===== src/rtl/elevator_pkg.sv =====
// elevator_pkg: shared state encoding, drive direction codes and floor-width helper
package elevator_pkg;
   typedef enum logic [1:0] {IDLE, ISSUE, MOVING, DOOR} state_t;
   localparam logic DIR_UP   = 1'b0;
   localparam logic DIR_DOWN = 1'b1;
   function automatic int floor_w(input int n);
      return (n > 2) ? $clog2(n) : 1;
   endfunction
endpackage


===== src/rtl/elevator_next_target.sv =====
// elevator_next_target: SCAN pick of the nearest pending floor, reversing the sweep when needed
module elevator_next_target
   import elevator_pkg::*;
#(
   parameter int NUM_FLOORS = 3,
   parameter int FLOOR_W    = floor_w(NUM_FLOORS)
) (
   input  logic [NUM_FLOORS-1:0] pending,
   input  logic [FLOOR_W-1:0]    current_floor,
   input  logic                  dir,
   output logic                  found,
   output logic [FLOOR_W-1:0]    target,
   output logic                  new_dir
);
   logic               up_found, dn_found;
   logic [FLOOR_W-1:0] up_t, dn_t;
   always_comb begin
      up_found = 1'b0;
      dn_found = 1'b0;
      up_t     = '0;
      dn_t     = '0;
      // descending scan leaves the lowest floor above, ascending scan the highest below
      for (int i = NUM_FLOORS - 1; i >= 0; i--)
         if (pending[i] && FLOOR_W'(i) > current_floor) begin
            up_found = 1'b1;
            up_t     = FLOOR_W'(i);
         end
      for (int i = 0; i < NUM_FLOORS; i++)
         if (pending[i] && FLOOR_W'(i) < current_floor) begin
            dn_found = 1'b1;
            dn_t     = FLOOR_W'(i);
         end
      found   = up_found | dn_found;
      new_dir = (dir == DIR_UP) ? (up_found ? DIR_UP : (dn_found ? DIR_DOWN : dir))
                                : (dn_found ? DIR_DOWN : (up_found ? DIR_UP : dir));
      target  = (new_dir == DIR_UP) ? up_t : dn_t;
   end
endmodule


===== src/rtl/elevator_call_scheduler.sv =====
// elevator_call_scheduler: latches floor calls, issues SCAN move commands, holds door dwell
module elevator_call_scheduler
   import elevator_pkg::*;
#(
   parameter int NUM_FLOORS  = 3,
   parameter int FLOOR_W     = floor_w(NUM_FLOORS),
   parameter int DOOR_CYCLES = 100000000
) (
   input  logic                  clk,
   input  logic                  reset_p,
   input  logic [NUM_FLOORS-1:0] call_pe,
   output logic                  cmd_valid,
   input  logic                  cmd_ready,
   output logic                  cmd_dir,
   output logic [FLOOR_W-1:0]    cmd_dist,
   input  logic                  move_done,
   output logic [FLOOR_W-1:0]    current_floor,
   output logic [NUM_FLOORS-1:0] pending,
   output logic                  door_open,
   output logic                  busy
);
   localparam int CNT_W = (DOOR_CYCLES > 1) ? $clog2(DOOR_CYCLES) : 1;
   state_t                state_q, state_d;
   logic [FLOOR_W-1:0]    target_q, target_d, dist_q, dist_d, cur_q, cur_d;
   logic                  dir_q, dir_d, sweep_q, sweep_d;
   logic [NUM_FLOORS-1:0] pending_q, pending_d, own_mask;
   logic [CNT_W-1:0]      cnt_q, cnt_d;
   logic                  own_call, take, nt_found, nt_dir;
   logic [FLOOR_W-1:0]    nt_target;
   elevator_next_target #(
      .NUM_FLOORS(NUM_FLOORS),
      .FLOOR_W   (FLOOR_W)
   ) u_next (
      .pending      (pending_q),
      .current_floor(cur_q),
      .dir          (sweep_q),
      .found        (nt_found),
      .target       (nt_target),
      .new_dir      (nt_dir)
   );
   always_comb begin
      state_d   = state_q;
      target_d  = target_q;
      dir_d     = dir_q;
      dist_d    = dist_q;
      cur_d     = cur_q;
      sweep_d   = sweep_q;
      cnt_d     = cnt_q;
      take      = 1'b0;
      // a call for the floor the car stands at serves the door instead of latching
      own_mask  = (state_q == IDLE || state_q == DOOR) ? (NUM_FLOORS'(1) << cur_q) : '0;
      own_call  = |(call_pe & own_mask);
      pending_d = pending_q | (call_pe & ~own_mask);
      case (state_q)
         IDLE:
            if (own_call) begin
               state_d = DOOR;
               cnt_d   = '0;
            end else if (nt_found) take = 1'b1;
         ISSUE:
            if (cmd_ready) state_d = MOVING;
         MOVING:
            if (move_done) begin
               cur_d              = target_q;
               pending_d[target_q] = 1'b0;
               state_d            = DOOR;
               cnt_d              = '0;
            end
         DOOR:
            if (own_call) cnt_d = '0;
            else if (cnt_q == CNT_W'(DOOR_CYCLES - 1)) begin
               cnt_d = '0;
               if (nt_found) take = 1'b1;
               else state_d = IDLE;
            end else cnt_d = cnt_q + 1'b1;
         default: state_d = IDLE;
      endcase
      if (take) begin
         state_d  = ISSUE;
         target_d = nt_target;
         dir_d    = nt_dir;
         sweep_d  = nt_dir;
         dist_d   = (nt_target > cur_q) ? nt_target - cur_q : cur_q - nt_target;
      end
   end
   always_ff @(posedge clk or posedge reset_p)
      if (reset_p) begin
         state_q   <= IDLE;
         target_q  <= '0;
         dir_q     <= DIR_UP;
         dist_q    <= '0;
         cur_q     <= '0;
         sweep_q   <= DIR_UP;
         pending_q <= '0;
         cnt_q     <= '0;
      end else begin
         state_q   <= state_d;
         target_q  <= target_d;
         dir_q     <= dir_d;
         dist_q    <= dist_d;
         cur_q     <= cur_d;
         sweep_q   <= sweep_d;
         pending_q <= pending_d;
         cnt_q     <= cnt_d;
      end
   assign cmd_valid     = (state_q == ISSUE);
   assign cmd_dir       = dir_q;
   assign cmd_dist      = dist_q;
   assign current_floor = cur_q;
   assign pending       = pending_q;
   assign door_open     = (state_q == DOOR);
   assign busy          = (state_q != IDLE);
endmodule


===== config.mk =====
export PLATFORM = sky130hd
export DESIGN_NAME = elevator_call_scheduler
export DESIGN_NICKNAME = d
export VERILOG_FILES = /design/src/rtl/elevator_pkg.sv /design/src/rtl/elevator_next_target.sv /design/src/rtl/elevator_call_scheduler.sv
export SDC_FILE = /design/constraint.sdc
export NUM_CORES = 1
export LEC_CHECK = 0
export BUFFER_PORTS_ARGS = -buffer_cell sky130_fd_sc_hd__buf_2
export CAP_MARGIN = 0
export CORE_ASPECT_RATIO = 0.6
export CORE_MARGIN = 4
export CORE_UTILIZATION = 35
export CTS_BUF_LIST = sky130_fd_sc_hd__clkbuf_4
export DETAILED_ROUTE_END_ITERATION = 8
export PLACE_DENSITY_LB_ADDON = 0.25
export SLEW_MARGIN = 20
export SYNTH_ARGS = -nofsm -noshare
export SYNTH_HDL_FRONTEND = slang
export SYNTH_SLANG_ARGS = --single-unit
export TNS_END_PERCENT = 10

===== constraint.sdc =====
create_clock -name clk -period 2.7 [get_ports clk]
set_input_delay 0.135 -clock clk [delete_from_list [all_inputs] [get_ports clk]]
set_output_delay 0.135 -clock clk [all_outputs]
set_load 0.02 [all_outputs]

# ---- Word-level counts from Yosys, hierarchy flattened
# Index checks and enable logic that the tools add are counted.
# W data, S select, Z words.
dict set report op_classes {
  mul 0
  add_sub_neg 3
  reduce_logical 15
  n_lt_le_gt_ge 9
  n_mux 41
  div_mod_pow 0
  eq_ne 12
  shift 1
  bitwise_logic 7
}
# cell n
set op_table {}
lappend op_table {{$mux W27} 4}
lappend op_table {{$pmux W27 S3} 1}
lappend op_table {{$add A27 B1 Y27 const B} 1}
lappend op_table {{$eq A27 B27 Y1 const B} 1}
lappend op_table {{$mux W2} 13}
lappend op_table {{$mux W1} 17}
lappend op_table {{$and A3 B3 Y3} 3}
lappend op_table {{$mux W3} 3}
lappend op_table {{$ne A3 B3 Y1 const B} 3}
lappend op_table {{$pmux W2 S4} 1}
lappend op_table {{$logic_and A1 B1 Y1} 7}
lappend op_table {{$ne A3 B1 Y1 const B} 2}
lappend op_table {{$not A3 Y3} 2}
lappend op_table {{$reduce_and A6 Y1} 1}
lappend op_table {{$eq A2 B2 Y1 const B} 2}
lappend op_table {{$gt A1 B2 Y1 const A} 2}
lappend op_table {{$lt A1 B2 Y1 const A} 2}
lappend op_table {{$ne A2 B2 Y1 const B} 2}
lappend op_table {{$sub A2 B2 Y2} 2}
lappend op_table {{$lt A2 B3 Y1 const B} 1}
lappend op_table {{$ne A3 B2 Y1 const B} 1}
lappend op_table {{$or A3 B3 Y3} 1}
lappend op_table {{$reduce_and A3 Y1} 1}
lappend op_table {{$reduce_bool A3 Y1} 1}
lappend op_table {{other kinds (14)} 14}
dict set report totals {
  in_bits 7
  latchBits 0
  out_inout_bits 11
  reg_bits 39
  word_cells 95
  mem_count 0
  rom_bits 0
  ram_bits 0
}

# ---- Logic depth before layout (Yosys ltp)
dict set report logic_depth {
  word_depth 12
  ltp_mapped 11
  mapped_depth_nobuf 10
}

# ---- Cells and area by module
# Synthesis repeated with hierarchy kept, for this count alone.
dict set report unflattened {
  hier_cells 251
  area_unflattened_um2 2406.1
}
# mod area_each_um2 cells_each instances seq_area_each_um2
set modules_own_cells {}
lappend modules_own_cells {elevator_call_scheduler 2285.9 233 1 975.9}
lappend modules_own_cells {elevator_next_target 120.1 18 1 0.0}

# ---- Worst setup path before layout
# OpenSTA, ideal clock, no wires.
dict set report synth_path {
  path_kind {register to register}
  from {reg state_q[0]}
  to {reg cnt_q[15]}
  required_time_ns 2.622
  path_stages_with_launch 10
  t_arrival_ns 2.481
  n_path_buf 2
  period_less_slack_ns 2.559
  setup_ns 0.078
  slack_ns 0.141
  cell_sequence {dfrtp_1 inv_1 ha_1 buf_2 nand4bb_1 o311a_1 or4_4 buf_6 or3_1 a21oi_1}
}
dict set report synth_via {
  elab_chain_len 7
  elab_cells_between_ends 13
  classes_between {4 x eq/ne; 3 x mux; 1 x bitwise; 5 x reduce/logical}
}
# item line_no
set synth_rtl {}
lappend synth_rtl {{from (decl)} elevator_call_scheduler.sv:23} ;# state_t state_q, state_d;
lappend synth_rtl {{from (signal assigned)} elevator_call_scheduler.sv:97} ;# state_q <= state_d;
lappend synth_rtl {{$eq A2 B2 Y1 / $logic_not A2 Y1 (equally long branches)} {elevator_call_scheduler.sv:51, elevator_call_scheduler.sv:54}}
lappend synth_rtl {{$logic_or A1 B1 Y1} elevator_call_scheduler.sv:51} ;# own_mask = (state_q == IDLE || state_q == DOOR) ? (NUM_FLOORS'(1) << cur_q) : '0;
lappend synth_rtl {{$mux W3} elevator_call_scheduler.sv:51}
lappend synth_rtl {{$and A3 B3 Y3} elevator_call_scheduler.sv:52} ;# own_call = |(call_pe & own_mask);
lappend synth_rtl {{$reduce_or A3 Y1} elevator_call_scheduler.sv:52}
lappend synth_rtl {{$mux W27 / $ne A2 B2 Y1 (equally long branches)} n/a}
lappend synth_rtl {{$pmux W27 S3 / $reduce_and A3 Y1 (equally long branches)} n/a}
lappend synth_rtl {{to (signal assigned)} elevator_call_scheduler.sv:104} ;# cnt_q <= cnt_d;
lappend synth_rtl {{to (decl)} elevator_call_scheduler.sv:27} ;# logic [CNT_W-1:0] cnt_q, cnt_d;
# Several ways; a longest one is shown, not always the timed one.
# A chain may end at the register's enable or synchronous reset.

# ---- Final worst setup path
dict set report layout_path {
  from {reg state_q[0]}
  to {reg cnt_q[25]}
}
# The elaborated chain is that of the path after synthesis.

==> impl_metrics.toml <==
[outcome]
status = "complete, no violations"

[pwr]
comb_power_share = 0.452
power_switching_uw = 905
clockPowerShare = 0.183
ir_drop_v = 0.000412
power.internal_mw = 1.27
seqPwrFrac = 0.365
power.total_mw = 2.18
sw_frac_of_total = 0.415
p_per_area_mw_per_mm2 = 781
power.leakage_nw = 1.19

[critical_path]
cp_max_fo = 13
crit_family = "simple AND/OR/NAND/NOR gates"
crit_buf_inv = 1
crit_arrival_ps = 2860
path_class = "flop to flop"
cp_num_cells = 7
slowest_delay_ps = 630
r2r_cells = 7
required_ps = 3010
cp_slowest_cell = "or4_4"
end_kind = "flop"
startpoint_type = "flop"
path_cells = "inv_1, ha_2, nand4bb_1, o311a_1, or4_4, or4_1, a21oi_1"

[clocking]
ctsLongestPathBuffers = 2
cts_max_level = 2
numCtsBuffers = 5
clock_latency_ps = 370
clk_pin_slew_ps = 130
clock-sinks = 39
cts-root-buf = "clkbuf_4"
cts_tree = "built"

[logic_synthesis]
synth_edf_count = 0
synth_seq_cells = 39
synth-main-ff-cell = "dfrtp_1"
synth_cell_type_count = 55
synth.net_count = 276
syn_avg_cell_area_um2 = 9.34
async_flop_share = 1.00
synth_warnings = 0
postSynthCellCount = 260
syn_area_mm2 = 0.00243
ys_seq_area_frac = 0.402

[detailed_routing]
vias = 2118
wl_per_cell_um = 16.5
first_pass_iters = 4
drtIter0Drc = 119
vias_per_cell = 5.57
ant_nets = 0
drc = 0
drt-total-wl_mm = 6.27

[sta]
rsz0062_at_grt = "no"
setup_viol = 0
slew_violations = 0
hold_violations = 0
slew_headroom = 0.611
worst_slew_pin_slew_ps = 584
whs_ps = 96.0
finalCritPeriodShare = 0.945
fin_tns_setup_ps = 0
setup_slack_ps = 149
fmax_ghz = 0.392
finalCriticalPeriod_ps = 2550
finClkSkew_ps = 10.3

[layout]
final_layout_size_suffix_gt1_frac = 0.167
final_common_cell = "dfrtp_1"
n_antenna_cell = 0
final_cell_mix = "dfrtp_1, o21ai_0, nor2_1, nand2_1, buf_2"
area_growth_pct = 14.8
final_cell_area_mm2 = 0.00279
fin_nets = 308

[global_routing]
grt_max_degree = 40
grt_pass1_wl_mm = 10.2
grt_pass1_vias = 1886
antenna_found_initial = 0
grt_overflow_total = 0
grt_usage = 0.159

[floorplanning]
rows = 23
die_area_mm2 = 0.00838
initial_core_util = 0.362
io_pins = 18
core_mm2 = 0.00671
fp.dieH_um = 72.5
die_w_um = 116

[hold_path]
worstHoldPathType = "primary input to flop"
holdPathStages = 3

[place]
hpwl_mm = 4.57
gp_congestion = 0.794
dpl-instance-area_mm2 = 0.00270
port_buffers = 17
pre_cts_ws_ps = 104

[job]
drv_cap = 0
cells in the mapped netlist, types with 3 or more instances:
cell / count / area (µm²)
nand2_1: 18 / 67.6
and3_1: 5 / 31.3
mux2_2: 4 / 45.0
and2_1: 3 / 18.8
nor2_1: 18 / 67.6
inv_1: 13 / 48.8
o21ai_0: 21 / 105
nand4_1: 11 / 68.8
and4_1: 4 / 35.0
nor2b_1: 4 / 25.0
a21oi_1: 16 / 80.1
nand3_1: 11 / 55.1
or3_1: 9 / 56.3
ha_1: 8 / 100
dfrtp_1: 39 / 976
a22o_1: 6 / 52.6
o31ai_1: 9 / 67.6
xor2_1: 6 / 52.6
nand2b_1: 4 / 25.0
clkbuf_1: 3 / 11.3
or4_1: 6 / 45.0
area by class of cell:
| type | count | area (µm²) |
|---|---|---|
| clock buffer | 5 | 37.5 |
| clock inverter | 3 | 38.8 |
| fill | 679 | 3920 |
| inverter | 13 | 48.8 |
| multi-input combinational | 200 | 1360 |
| sequential | 39 | 976 |
| tap | 87 | 109 |
| timing repair buffer | 33 | 220 |
worst register-to-register path, cell delays in order, from the launching register on:
cell	delay, ps
dfrtp_1	440
inv_1	100
ha_2	320
nand4bb_1	230
o311a_1	180
or4_4	630
or4_1	430
a21oi_1	160
final timing paths:
path                            slack, ps         from           to
worst max register to register        150   state_q[0]    cnt_q[25]
worst min register to register        530  cmd_dist[1]  cmd_dist[1]
max in group asynchronous            1920      reset_p     cnt_q[5]
min in group asynchronous             410      reset_p    cnt_q[13]
worst min-delay path                  100   call_pe[1]   pending[1]
worst max-delay path                  150   state_q[0]    cnt_q[25]
state kept, by name, summed over array words and instances (netlist names):
signal / cells
cnt_q: 27
pending: 3
cmd_dist: 2
current_floor: 2
state_q: 2
target_q: 2
sweep_q: 1
kinds of logic after synthesis:
family / share of synthesized area
XOR/XNOR: 0.0216
AND/OR/NAND/NOR: 0.251
adder cells (fa/ha/maj): 0.0495
multiplexers: 0.0325
AO/OA/AOI/OAI: 0.204
flip-flops: 0.402
buffers and inverters: 0.0397
metal layers:
metal  track usage  vias to the layer above  routed length (µm)
li1              -                     1040                   -
met1         0.271                     1030                3510
met2         0.186                       41                2380
met3        0.0433                        7                 307
met4        0.0391                        0                  63
met5             0                        -                   0
what timing repair did:
action                     4_1_cts  5_1_grt
gates resized for setup          0        1
setup endpoints to repair        0        3
buffers inserted                 0        0
hold buffers                     1        0
hold endpoints to repair        39        0
metrics by stage:
step,instances,utilization
after floorplan,260,-
after global placement,371,0.403
after detailed placement,371,0.403
after CTS,380,0.415
after global routing,380,0.416
final,380,0.416
power groups by stage:
| stage | logic [mW] | clock network [mW] | registers, mW |
|---|---|---|---|
| floorplan | 0.638 | 0 | 0.802 |
| global placement | 0.970 | 0 | 0.797 |
| detailed placement | 0.984 | 0 | 0.803 |
| CTS | 0.991 | 0.409 | 0.792 |
| global route | 1.10 | 0.441 | 0.812 |
| finish | 0.985 | 0.399 | 0.794 |
(Power assumes the default switching activity.)
